<file path="config.mk">
export PLATFORM = sky130hd
export DESIGN_NAME = flash_region_attr_gen
export DESIGN_NICKNAME = d
export VERILOG_FILES = /design/src/rtl/flash_region_attr_gen_pkg.sv /design/src/rtl/flash_region_attr_gen_walker.sv /design/src/rtl/flash_region_attr_gen.sv
export SDC_FILE = /design/constraint.sdc
export NUM_CORES = 1
export LEC_CHECK = 0
export BUFFER_PORTS_ARGS = -buffer_cell sky130_fd_sc_hd__buf_4
export CORE_ASPECT_RATIO = 2
export CORE_UTILIZATION = 25
export DETAILED_ROUTE_END_ITERATION = 8
export SYNTH_ARGS = -nofsm -noshare
export SYNTH_HDL_FRONTEND = slang
export SYNTH_HIERARCHICAL = 1
export SYNTH_SLANG_ARGS = --single-unit
export TNS_END_PERCENT = 30
</file>
<file path="constraint.sdc">
create_clock -name clk_i -period 2.4 [get_ports clk_i]
set_input_delay 0 -clock clk_i [delete_from_list [all_inputs] [get_ports clk_i]]
set_output_delay 0 -clock clk_i [all_outputs]
set_load 0.03 [all_outputs]
</file>
<file path="src/rtl/flash_region_attr_gen_pkg.sv">
// Shared package for the flash region attribute producer and its consumer.
// It holds the enable/phase encodings, the attribute word layout and the
// reset value of the attribute output register. It also holds a helper that
// builds one attribute word from a phase and a bank enable.
package pkg;

  // Multi-bit boolean. Only these two codes are legal in an enable register.
  typedef enum logic [3:0] {
    true_e  = 4'h6,
    false_e = 4'h9
  } enum_t;

  typedef enum logic [1:0] {
    seed_e    = 2'b00,
    rma_e     = 2'b01,
    none_e    = 2'b10,
    invalid_e = 2'b11
  } phase_t;

  typedef struct packed {
    enum_t en;
  } region_cfg_t;

  typedef struct packed {
    phase_t      phase;
    region_cfg_t cfg;
  } region_attr_t;

  localparam int NumBanks     = 2;
  localparam int PagesPerBank = 64;

  localparam region_attr_t AttrResetVal = '{phase: none_e, cfg: '{en: false_e}};

  // The RMA phase unlocks every page, whatever the bank register holds.
  function automatic region_attr_t make_attr(input phase_t phase, input enum_t en);
    region_attr_t a;
    a.phase  = phase;
    a.cfg.en = (phase == rma_e) ? true_e : en;
    return a;
  endfunction

endpackage

</file>
<file path="src/rtl/flash_region_attr_gen_walker.sv">
// flash_page_walker: bank/page counters for the attribute walk.
// Ports:
//   clk_i, rst_ni    clock and asynchronous active-low reset
//   clear_i          return both counters to bank 0 / page 0
//   advance_i        step to the next (bank, page) pair
//   bank_o, page_o   index of the word currently presented
//   next_bank_o,
//   next_page_o      index that advance_i will move to
//   last_o           current index is the final word of the walk
module flash_page_walker #(
  parameter int NumBanks     = 2,
  parameter int PagesPerBank = 64,
  parameter int BankW        = 1,
  parameter int PageW        = 6
) (
  input  logic             clk_i,
  input  logic             rst_ni,
  input  logic             clear_i,
  input  logic             advance_i,
  output logic [BankW-1:0] bank_o,
  output logic [PageW-1:0] page_o,
  output logic [BankW-1:0] next_bank_o,
  output logic [PageW-1:0] next_page_o,
  output logic             last_o
);

  logic [BankW-1:0] bank_q;
  logic [PageW-1:0] page_q;
  logic             last_page;

  assign last_page = (page_q == PageW'(PagesPerBank - 1));
  assign last_o    = last_page && (bank_q == BankW'(NumBanks - 1));

  // The page wraps to 0 and carries into the bank at the end of each bank.
  always_comb begin
    next_bank_o = bank_q;
    next_page_o = page_q + PageW'(1);
    if (last_page) begin
      next_page_o = '0;
      next_bank_o = bank_q + BankW'(1);
    end
  end

  // Clear has priority, so a start can never inherit a stale index.
  always_ff @(posedge clk_i or negedge rst_ni) begin
    if (!rst_ni) begin
      bank_q <= '0;
      page_q <= '0;
    end else if (clear_i) begin
      bank_q <= '0;
      page_q <= '0;
    end else if (advance_i) begin
      bank_q <= next_bank_o;
      page_q <= next_page_o;
    end
  end

  assign bank_o = bank_q;
  assign page_o = page_q;

endmodule

</file>
<file path="src/rtl/flash_region_attr_gen.sv">
// flash_region_attr_gen: walks every (bank, page) pair after a start command.
// It presents one region attribute word per page over a valid/ready handshake.
// Ports:
//   clk_i, rst_ni             clock and asynchronous active-low reset
//   cfg_we_i, cfg_bank_i,
//   cfg_en_i                  bank enable register write port
//   start_i, phase_i          start a walk with the given phase (idle only)
//   attr_valid_o, attr_ready_i
//                             word handshake
//   attr_o                    {phase, cfg.en} of the current word
//   attr_bank_o, attr_page_o  index of the current word
//   busy_o                    walk in progress (WALK or DONE)
//   done_o                    one-cycle pulse after the last word
//   err_o                     one-cycle pulse on a rejected write or start
module flash_region_attr_gen import pkg::*; #(
  parameter int NumBanks     = pkg::NumBanks,
  parameter int PagesPerBank = pkg::PagesPerBank,
  parameter int BankW        = (NumBanks > 1) ? $clog2(NumBanks) : 1,
  parameter int PageW        = (PagesPerBank > 1) ? $clog2(PagesPerBank) : 1
) (
  input  logic             clk_i,
  input  logic             rst_ni,
  input  logic             cfg_we_i,
  input  logic [BankW-1:0] cfg_bank_i,
  input  enum_t            cfg_en_i,
  input  logic             start_i,
  input  phase_t           phase_i,
  output logic             attr_valid_o,
  input  logic             attr_ready_i,
  output region_attr_t     attr_o,
  output logic [BankW-1:0] attr_bank_o,
  output logic [PageW-1:0] attr_page_o,
  output logic             busy_o,
  output logic             done_o,
  output logic             err_o
);

  localparam logic [1:0] IDLE = 2'd0;
  localparam logic [1:0] WALK = 2'd1;
  localparam logic [1:0] DONE = 2'd2;

  logic [1:0]       state_q;
  phase_t           phase_q;
  enum_t            en_q [NumBanks];
  region_attr_t     attr_q;
  logic             valid_q;
  logic             err_q;

  logic             cfg_ok;
  logic             cfg_err;
  logic             start_ok;
  logic             start_err;
  logic             handshake;
  logic             walk_clear;
  logic             walk_advance;
  logic [BankW-1:0] next_bank;
  logic [PageW-1:0] next_page;
  logic             walk_last;

  // A write is only legal with a proper boolean code and an existing bank.
  assign cfg_ok    = ((cfg_en_i == true_e) || (cfg_en_i == false_e)) &&
                     (int'(cfg_bank_i) < NumBanks);
  assign cfg_err   = cfg_we_i && !cfg_ok;

  // Starts outside IDLE are silently dropped, so only idle starts can error.
  assign start_ok  = (state_q == IDLE) && start_i && (phase_i != invalid_e);
  assign start_err = (state_q == IDLE) && start_i && (phase_i == invalid_e);

  assign handshake    = valid_q && attr_ready_i;
  assign walk_clear   = start_ok;
  assign walk_advance = (state_q == WALK) && handshake && !walk_last;

  flash_page_walker #(
    .NumBanks     (NumBanks),
    .PagesPerBank (PagesPerBank),
    .BankW        (BankW),
    .PageW        (PageW)
  ) u_walker (
    .clk_i       (clk_i),
    .rst_ni      (rst_ni),
    .clear_i     (walk_clear),
    .advance_i   (walk_advance),
    .bank_o      (attr_bank_o),
    .page_o      (attr_page_o),
    .next_bank_o (next_bank),
    .next_page_o (next_page),
    .last_o      (walk_last)
  );

  // Enable registers. A word loaded on the same edge as a write reads the old value.
  always_ff @(posedge clk_i or negedge rst_ni) begin
    if (!rst_ni) begin
      for (int i = 0; i < NumBanks; i++) begin
        en_q[i] <= false_e;
      end
    end else if (cfg_we_i && cfg_ok) begin
      en_q[cfg_bank_i] <= cfg_en_i;
    end
  end

  // Error pulse for the cycle after the offending edge.
  always_ff @(posedge clk_i or negedge rst_ni) begin
    if (!rst_ni) begin
      err_q <= 1'b0;
    end else begin
      err_q <= cfg_err || start_err;
    end
  end

  // Walk FSM and output word register.
  // The word for index k is loaded on the edge that moves the counters to k.
  // It is held until its handshake, so the bank/page outputs stay aligned with it.
  always_ff @(posedge clk_i or negedge rst_ni) begin
    if (!rst_ni) begin
      state_q <= IDLE;
      phase_q <= none_e;
      attr_q  <= AttrResetVal;
      valid_q <= 1'b0;
    end else begin
      case (state_q)
        IDLE: begin
          if (start_ok) begin
            state_q <= WALK;
            phase_q <= phase_i;
            attr_q  <= make_attr(phase_i, en_q[0]);
            valid_q <= 1'b1;
          end
        end
        WALK: begin
          if (handshake) begin
            if (walk_last) begin
              valid_q <= 1'b0;
              state_q <= DONE;
            end else begin
              attr_q <= make_attr(phase_q, en_q[next_bank]);
            end
          end
        end
        DONE: begin
          state_q <= IDLE;
        end
        default: begin
          state_q <= IDLE;
        end
      endcase
    end
  end

  assign attr_valid_o = valid_q;
  assign attr_o       = attr_q;
  assign busy_o       = (state_q != IDLE);
  assign done_o       = (state_q == DONE);
  assign err_o        = err_q;

  logic unused_next_page;
  assign unused_next_page = ^next_page;

endmodule

</file>
==> reports/metrics.cfg, run 1 <==
[die]
dieArea_mm2 = 0.00619
chipWidth_um = 56.2
rows = 39
start_util_pct = 25.9
boundaryPins = 29
core_area_mm2 = 0.00566
dieHeight_um = 110

[worst_setup_path]
r2r_slack_ns = 0.29
worstPathArrival_ns = 2.31
startpoint_type = flop
endpoint = u_walker/page_o[5]$_DFFE_PN0P_
path_common_cell = ha_1
critical_path_class = flop to flop
required_ns = 2.59
path_cells = ha_1 -> nand3_1 -> nor2_1 -> ha_1 -> nand2b_1 -> nor2_2 -> nand4_1 -> or3_1 -> a21oi_1
r2r_cells = 9
cp_max_fo = 6
cp_slowest_stage_delay_ns = 0.44
rr_startpoint = u_walker/page_o[1]$_DFFE_PN0P_
end_kind = flop
critical-path-slowest-cell = dfrtp_1
r2r-end = u_walker/page_o[5]$_DFFE_PN0P_
crit_path_start = u_walker/page_o[1]$_DFFE_PN0P_

[place]
hpwl_mm = 2.59
place_area_mm2 = 0.00175
io_buffer_count = 28
place_ws_ns = 0.260
place.gp.congestion = 0.793

[clocking]
clk_path_buf_depth = 2
htreeDepth = 1
cts_tree = done
clock_latency_ns = 0.27
postCtsSetupRepairBufs = 0
numClockSinks = 27
clock_tree.root_cell = clkbuf_16
cts_buffers = 3
clkTransAtPathRegs_ns = 0.07

[pwr]
peakVddDrop_uv = 634
combPwrFrac_pct = 33.7
power.share.switching_pct = 34.7
p_int_mw = 1.04
p_clk_share_pct = 24.5
power_mw = 1.59
p_per_area_mw_per_mm2 = 852
leakage_nw = 0.838
seqPwrFrac_pct = 41.8
switchingPower_mw = 0.552

[synthesis]
netlist_area_mm2 = 0.00147
synth_cells = 131
syn_nets = 145
ys_warn_count = 6
syn_avg_cell_area_um2 = 11.2

[detailed_routing]
drc = 0
viasPerCell = 5.01
routedWlPerCell_um = 14.8
wirelength_mm = 3.36
drt_iter0_drc = 22
firstDrtPassIters = 4
ant_nets = 0
vias = 1137

[global_route]
grt_max_degree = 28
antenna_found_initial = 0
overflow = 0
grt_usage_pct = 11.9
grt_pass1_vias = 1159
grt_pass1_wl_mm = 5.60

[cells_and_area]
syn_to_final_growth_pct = 27.5
regArea_um2 = 686
fillers = 606
layout-drive-gt1-share_pct = 38.6
finalNetCount = 181
postLayoutCellArea_mm2 = 0.00187
diodes = 0
final_common_cell = buf_4
multi_input_area_um2 = 736
final_cell_mix = 31 x buf_4, 19 x dfrtp_1, 9 x nand2_1, 9 x nor2_1, 8 x dfstp_2

[worst_hold_path]
hold_path.class = primary input to flop

[timing]
finalMaxSlewViolations = 0
slew_headroom_pct = 71.1
setup_viol = 0
hold_viol = 0
worst-slew-pin-transition_ns = 0.432
final.setup.tns_ns = 0
skew_ns = 0.00773
rsz0062_at_grt = false
period_needed_ns = 2.11
fin_ws_ns = 0.285
fmax_mhz = 473
fin_hold_ws_ns = 0.0120
timing.final.crit_share_pct = 88.1

[outcome]
status = complete, no violations

[run]
drv_cap = 0

[state kept, by name, indices dropped and copies added, names as in the netlist]
signal,flops
attr_o,6
attr_valid_o,1
en_q,8
err_o,1
phase_q,2
state_q,2
u_walker/bank_o,1
u_walker/page_o,6
[per-layer routing]
layer	vias to the layer above	global-route usage [%]	wire length, um
met3	10	1.28	89
li1	546	-	-
met2	24	21.4	1890
met5	-	0	0
met1	557	12.7	1230
met4	0	8.89	151
[final cells by class]
class / count / area share, %
inverter: 7 / 1.41
tap: 61 / 4.08
clock inverter: 1 / 0.402
timing repair buffer: 34 / 14.1
sequential: 27 / 36.7
multi-input combinational: 94 / 39.4
clock buffer: 3 / 4.02
[critical path: cells and delay by family (launching register included)]
family,cells,cell delay (ns)
flops,1,0.44
compound gates,1,0.14
fa+ha+maj,2,0.46
simple gates,6,1.00
[power by group through the flow]
stage	clock network, mW	registers (mW)	logic [mW]
after global routing	0.415	0.682	0.591
after CTS	0.398	0.668	0.541
final	0.390	0.666	0.536
after global placement	0	0.673	0.528
after floorplan	0	0.779	0.242
after detailed placement	0	0.676	0.535
[per-stage QoR]
step                      utilization [%]  cells
after floorplan                         -    131
after global placement               31.0    220
after detailed placement             31.0    220
after CTS                            33.0    227
after global routing                 33.0    227
final                                33.0    227
[worst min path at each step]
stage                  from                endpoint  slack, ns  cells past startpoint
5_1_grt        attr_ready_i  state_q[1]$_DFFE_PN0P_       0.03                      3
3_5_place_dp         rst_ni         err_o$_DFF_PN0_      -0.07                      1
2_1_floorplan        rst_ni   attr_o[1]$_DFFE_PN0P_      -0.30                      0
4_1_cts        attr_ready_i  state_q[1]$_DFFE_PN0P_      0.007                      3
6_report       attr_ready_i  state_q[1]$_DFFE_PN0P_       0.01                      3
3_3_place_gp         rst_ni         err_o$_DFF_PN0_      -0.07                      1
[what timing repair did]
action                                  4_1_cts  5_1_grt
gates resized for setup                       0        1
hold buffers                                  3        0
endpoints found under the setup margin        0        1
endpoints found under the hold margin        31        0
No activity file was read; power rests on OpenSTA's default activity.
==> run 2: changes to the inputs <==
--- a/config.mk
+++ b/config.mk
@@ -7,8 +7,10 @@
 export LEC_CHECK = 0
 export BUFFER_PORTS_ARGS = -buffer_cell sky130_fd_sc_hd__buf_4
 export CORE_ASPECT_RATIO = 2
+export CORE_MARGIN = 5
 export CORE_UTILIZATION = 25
 export DETAILED_ROUTE_END_ITERATION = 8
+export RECOVER_POWER = 50
 export SYNTH_ARGS = -nofsm -noshare
 export SYNTH_HDL_FRONTEND = slang
 export SYNTH_HIERARCHICAL = 1
==> run 2 against run 1 <==
Sequential power about the same. Core utilization fell by 0.96 points. Worst hold slack improved by 0.0075 ns. Via count down 0.62%. Critical endpoint unchanged.
==> reports/metrics.cfg, run 2 (synthesis results as in run 1) <==
[detailed_routing]
ant_nets = 0  ; unchanged
wl_met1_mm = 1.23  ; about the same
firstDrtPassIters = 4  ; unchanged
wirelength_mm = 3.47  ; was 3.36 mm
viasPerCell = 4.98  ; was 5.01
vias = 1130  ; was 1137
routedWlPerCell_um = 15.3  ; was 14.8 um
highest_layer = met4  ; unchanged
met3_length_um = 143  ; was 89 um
drc = 0  ; unchanged
met2_length_mm = 1.97  ; was 1.89 mm
drt_iter0_drc = 26  ; was 22

[timing]
skew_ns = 0.00403  ; was 0.00773 ns
finalMaxSlewViolations = 0  ; unchanged
worst-slew-pin-transition_ns = 1.46  ; was 0.432 ns
timing.final.crit_share_pct = 88.4  ; was 88.1%
setup_viol = 0  ; unchanged
fmax_mhz = 471  ; was 473 MHz
fin_ws_ns = 0.278  ; was 0.285 ns
rsz0062_at_grt = false  ; unchanged
slew_headroom_pct = 2.50  ; was 71.1%
final.setup.tns_ns = 0  ; unchanged
period_needed_ns = 2.12  ; was 2.11 ns
hold_viol = 0  ; unchanged

[clocking]
htreeDepth = 1  ; unchanged
clock_tree.root_cell = clkbuf_16  ; unchanged
clkTransAtPathRegs_ns = 0.07  ; about the same
clk_path_buf_depth = 2  ; unchanged
numClockSinks = 27  ; unchanged
postCtsSetupRepairBufs = 0  ; unchanged
cts_buffers = 3  ; unchanged
clock_latency_ns = 0.26  ; was 0.27 ns
cts_tree = done  ; unchanged

[die]
boundaryPins = 29  ; unchanged
core_area_mm2 = 0.00571  ; was 0.00566 mm2
start_util_pct = 25.7  ; was 25.9%
chipWidth_um = 64.2  ; was 56.2 um
dieArea_mm2 = 0.00759  ; was 0.00619 mm2
dieHeight_um = 118  ; was 110 um
rows = 39  ; unchanged

[global_route]
grt_max_degree = 28  ; unchanged
overflow = 0  ; unchanged
grt_pass1_vias = 1173  ; was 1159
grt_usage_pct = 9.19  ; was 11.9%
antenna_found_initial = 0  ; unchanged
grt_pass1_wl_mm = 5.53  ; was 5.60 mm

[worst_setup_path]
path_cells = ha_1 -> nand3_1 -> nor2_1 -> ha_1 -> nand2b_1 -> nor2_1 -> nand4_1 -> or3_1 -> a21oi_1  ; was ha_1 -> nand3_1 -> nor2_1 -> ha_1 -> nand2b_1 -> nor2_2 -> nand4_1 -> or3_1 -> a21oi_1
cp.depth = 9  ; unchanged
crit_buf_inv = 0  ; unchanged
r2r_cells = 9  ; unchanged
startpoint_type = flop  ; unchanged
critical-path-slowest-cell = dfrtp_1  ; unchanged
end_kind = flop  ; unchanged
cp_slowest_stage_delay_ns = 0.45  ; was 0.44 ns
cp_top_family = simple AND/OR/NAND/NOR gates  ; unchanged
required_ns = 2.59  ; about the same
critical_path_class = flop to flop  ; unchanged
worstPathArrival_ns = 2.31  ; about the same
cp_max_fo = 6  ; unchanged

[pwr]
power.share.switching_pct = 34.8  ; was 34.7%
seqPwrFrac_pct = 43.0  ; was 41.8%
peakVddDrop_uv = 374  ; was 634 uV
switchingPower_mw = 0.541  ; was 0.552 mW
leakage_nw = 0.807  ; was 0.838 nW
combPwrFrac_pct = 32.7  ; was 33.7%
p_int_mw = 1.02  ; was 1.04 mW
p_clk_share_pct = 24.3  ; was 24.5%
p_per_area_mw_per_mm2 = 851  ; was 852 mW/mm2

[place]
hpwl_mm = 2.73  ; was 2.59 mm
place_ws_ns = 0.274  ; was 0.260 ns
place.gp.congestion = 0.869  ; was 0.793
io_buffer_count = 28  ; unchanged

[cells_and_area]
layout-drive-gt1-share_pct = 32.5  ; was 38.6%
finalNetCount = 181  ; unchanged
diodes = 0  ; unchanged
fillers = 596  ; was 606
syn_to_final_growth_pct = 24.8  ; was 27.5%
largest_register_ffs = 8  ; unchanged
final_cell_mix = 22 x buf_4, 19 x dfrtp_1, 10 x nor2_1  ; was 31 x buf_4, 19 x dfrtp_1, 9 x nand2_1, 9 x nor2_1, 8 x dfstp_2
final_common_cell = buf_4  ; unchanged
top_register = en_q  ; unchanged

[outcome]
status = complete, no violations  ; unchanged

[run]
drv_cap = 0  ; unchanged

[worst_hold_path]
hold_path.class = primary input to flop  ; unchanged
hold_depth = 3  ; unchanged

==> run 2: cell count changes in the layout (fill, tap and decap cells not counted) <==
cell and delta:
buf_4 -9, clkinv_2 +1, clkbuf_1 +9, nor2_2 -1
nor2_1 +1, clkinvlp_4 -1
==> run 2: final timing paths <==
path | start | to | slack (ns)
min reg2reg | en_q[0]$_DFFE_PN1P_ | en_q[0]$_DFFE_PN1P_ | 0.47
min in group asynchronous | rst_ni | err_o$_DFF_PN0_ | 0.62
max reg2reg | u_walker/page_o[1]$_DFFE_PN0P_ | u_walker/page_o[5]$_DFFE_PN0P_ | 0.28
max in group asynchronous | rst_ni | state_q[1]$_DFFE_PN0P_ | 0.92
max | u_walker/page_o[1]$_DFFE_PN0P_ | u_walker/page_o[5]$_DFFE_PN0P_ | 0.28
min | phase_i[0] | phase_q[0]$_DFFE_PN0P_ | 0.02
==> run 2: final cells by class <==
type | count | area [um2] | area share, %
Timing Repair Buffer | 34 | 229 | 12.5
Clock buffer | 3 | 75.1 | 4.10
Inverter | 7 | 26.3 | 1.44
Clock inverter | 1 | 5.00 | 0.273
Tap cell | 61 | 76.3 | 4.17
Multi-Input combinational cell | 94 | 733 | 40.1
Sequential cell | 27 | 686 | 37.5
==> run 2: tightest hold or removal path, stage by stage <==
cell	delay [ns]
buf_4	0.13
inv_1	0.06
a2bb2oi_1	0.05
==> run 2: power by group through the flow <==
stage / Combinational, mW / Clock [mW] / Sequential [mW]
2_1_floorplan: 0.242 / 0 / 0.779
3_3_place_gp: 0.531 / 0 / 0.676
3_5_place_dp: 0.534 / 0 / 0.681
4_1_cts: 0.540 / 0.390 / 0.673
5_1_grt: 0.555 / 0.405 / 0.686
6_report: 0.509 / 0.379 / 0.669
==> run 2: per-layer routing <==
metal,global-route usage [%],vias up
met2,17.0,37
met4,5.99,0
met5,0,-
met1,8.96,537
met3,1.42,10
li1,-,546
==> run 2: repair_timing <==
action | CTS | global route
hold endpoints to repair | 31 | 0
gates resized for setup | 0 | 0
hold buffers | 3 | 0
==> run 2: through the flow <==
stage | hold WS [ns] | cell area [um2] | cells | util, % | power, mW
floorplan | -0.296 | 1470 | 131 | - | 1.02
global placement | -0.0672 | 1750 | 220 | 30.7 | 1.21
detailed placement | -0.0633 | 1750 | 220 | 30.7 | 1.22
CTS | 0.0192 | 1860 | 227 | 32.7 | 1.60
global route | 0.0334 | 1830 | 227 | 32.1 | 1.65
finish | 0.0194 | 1830 | 227 | 32.1 | 1.56
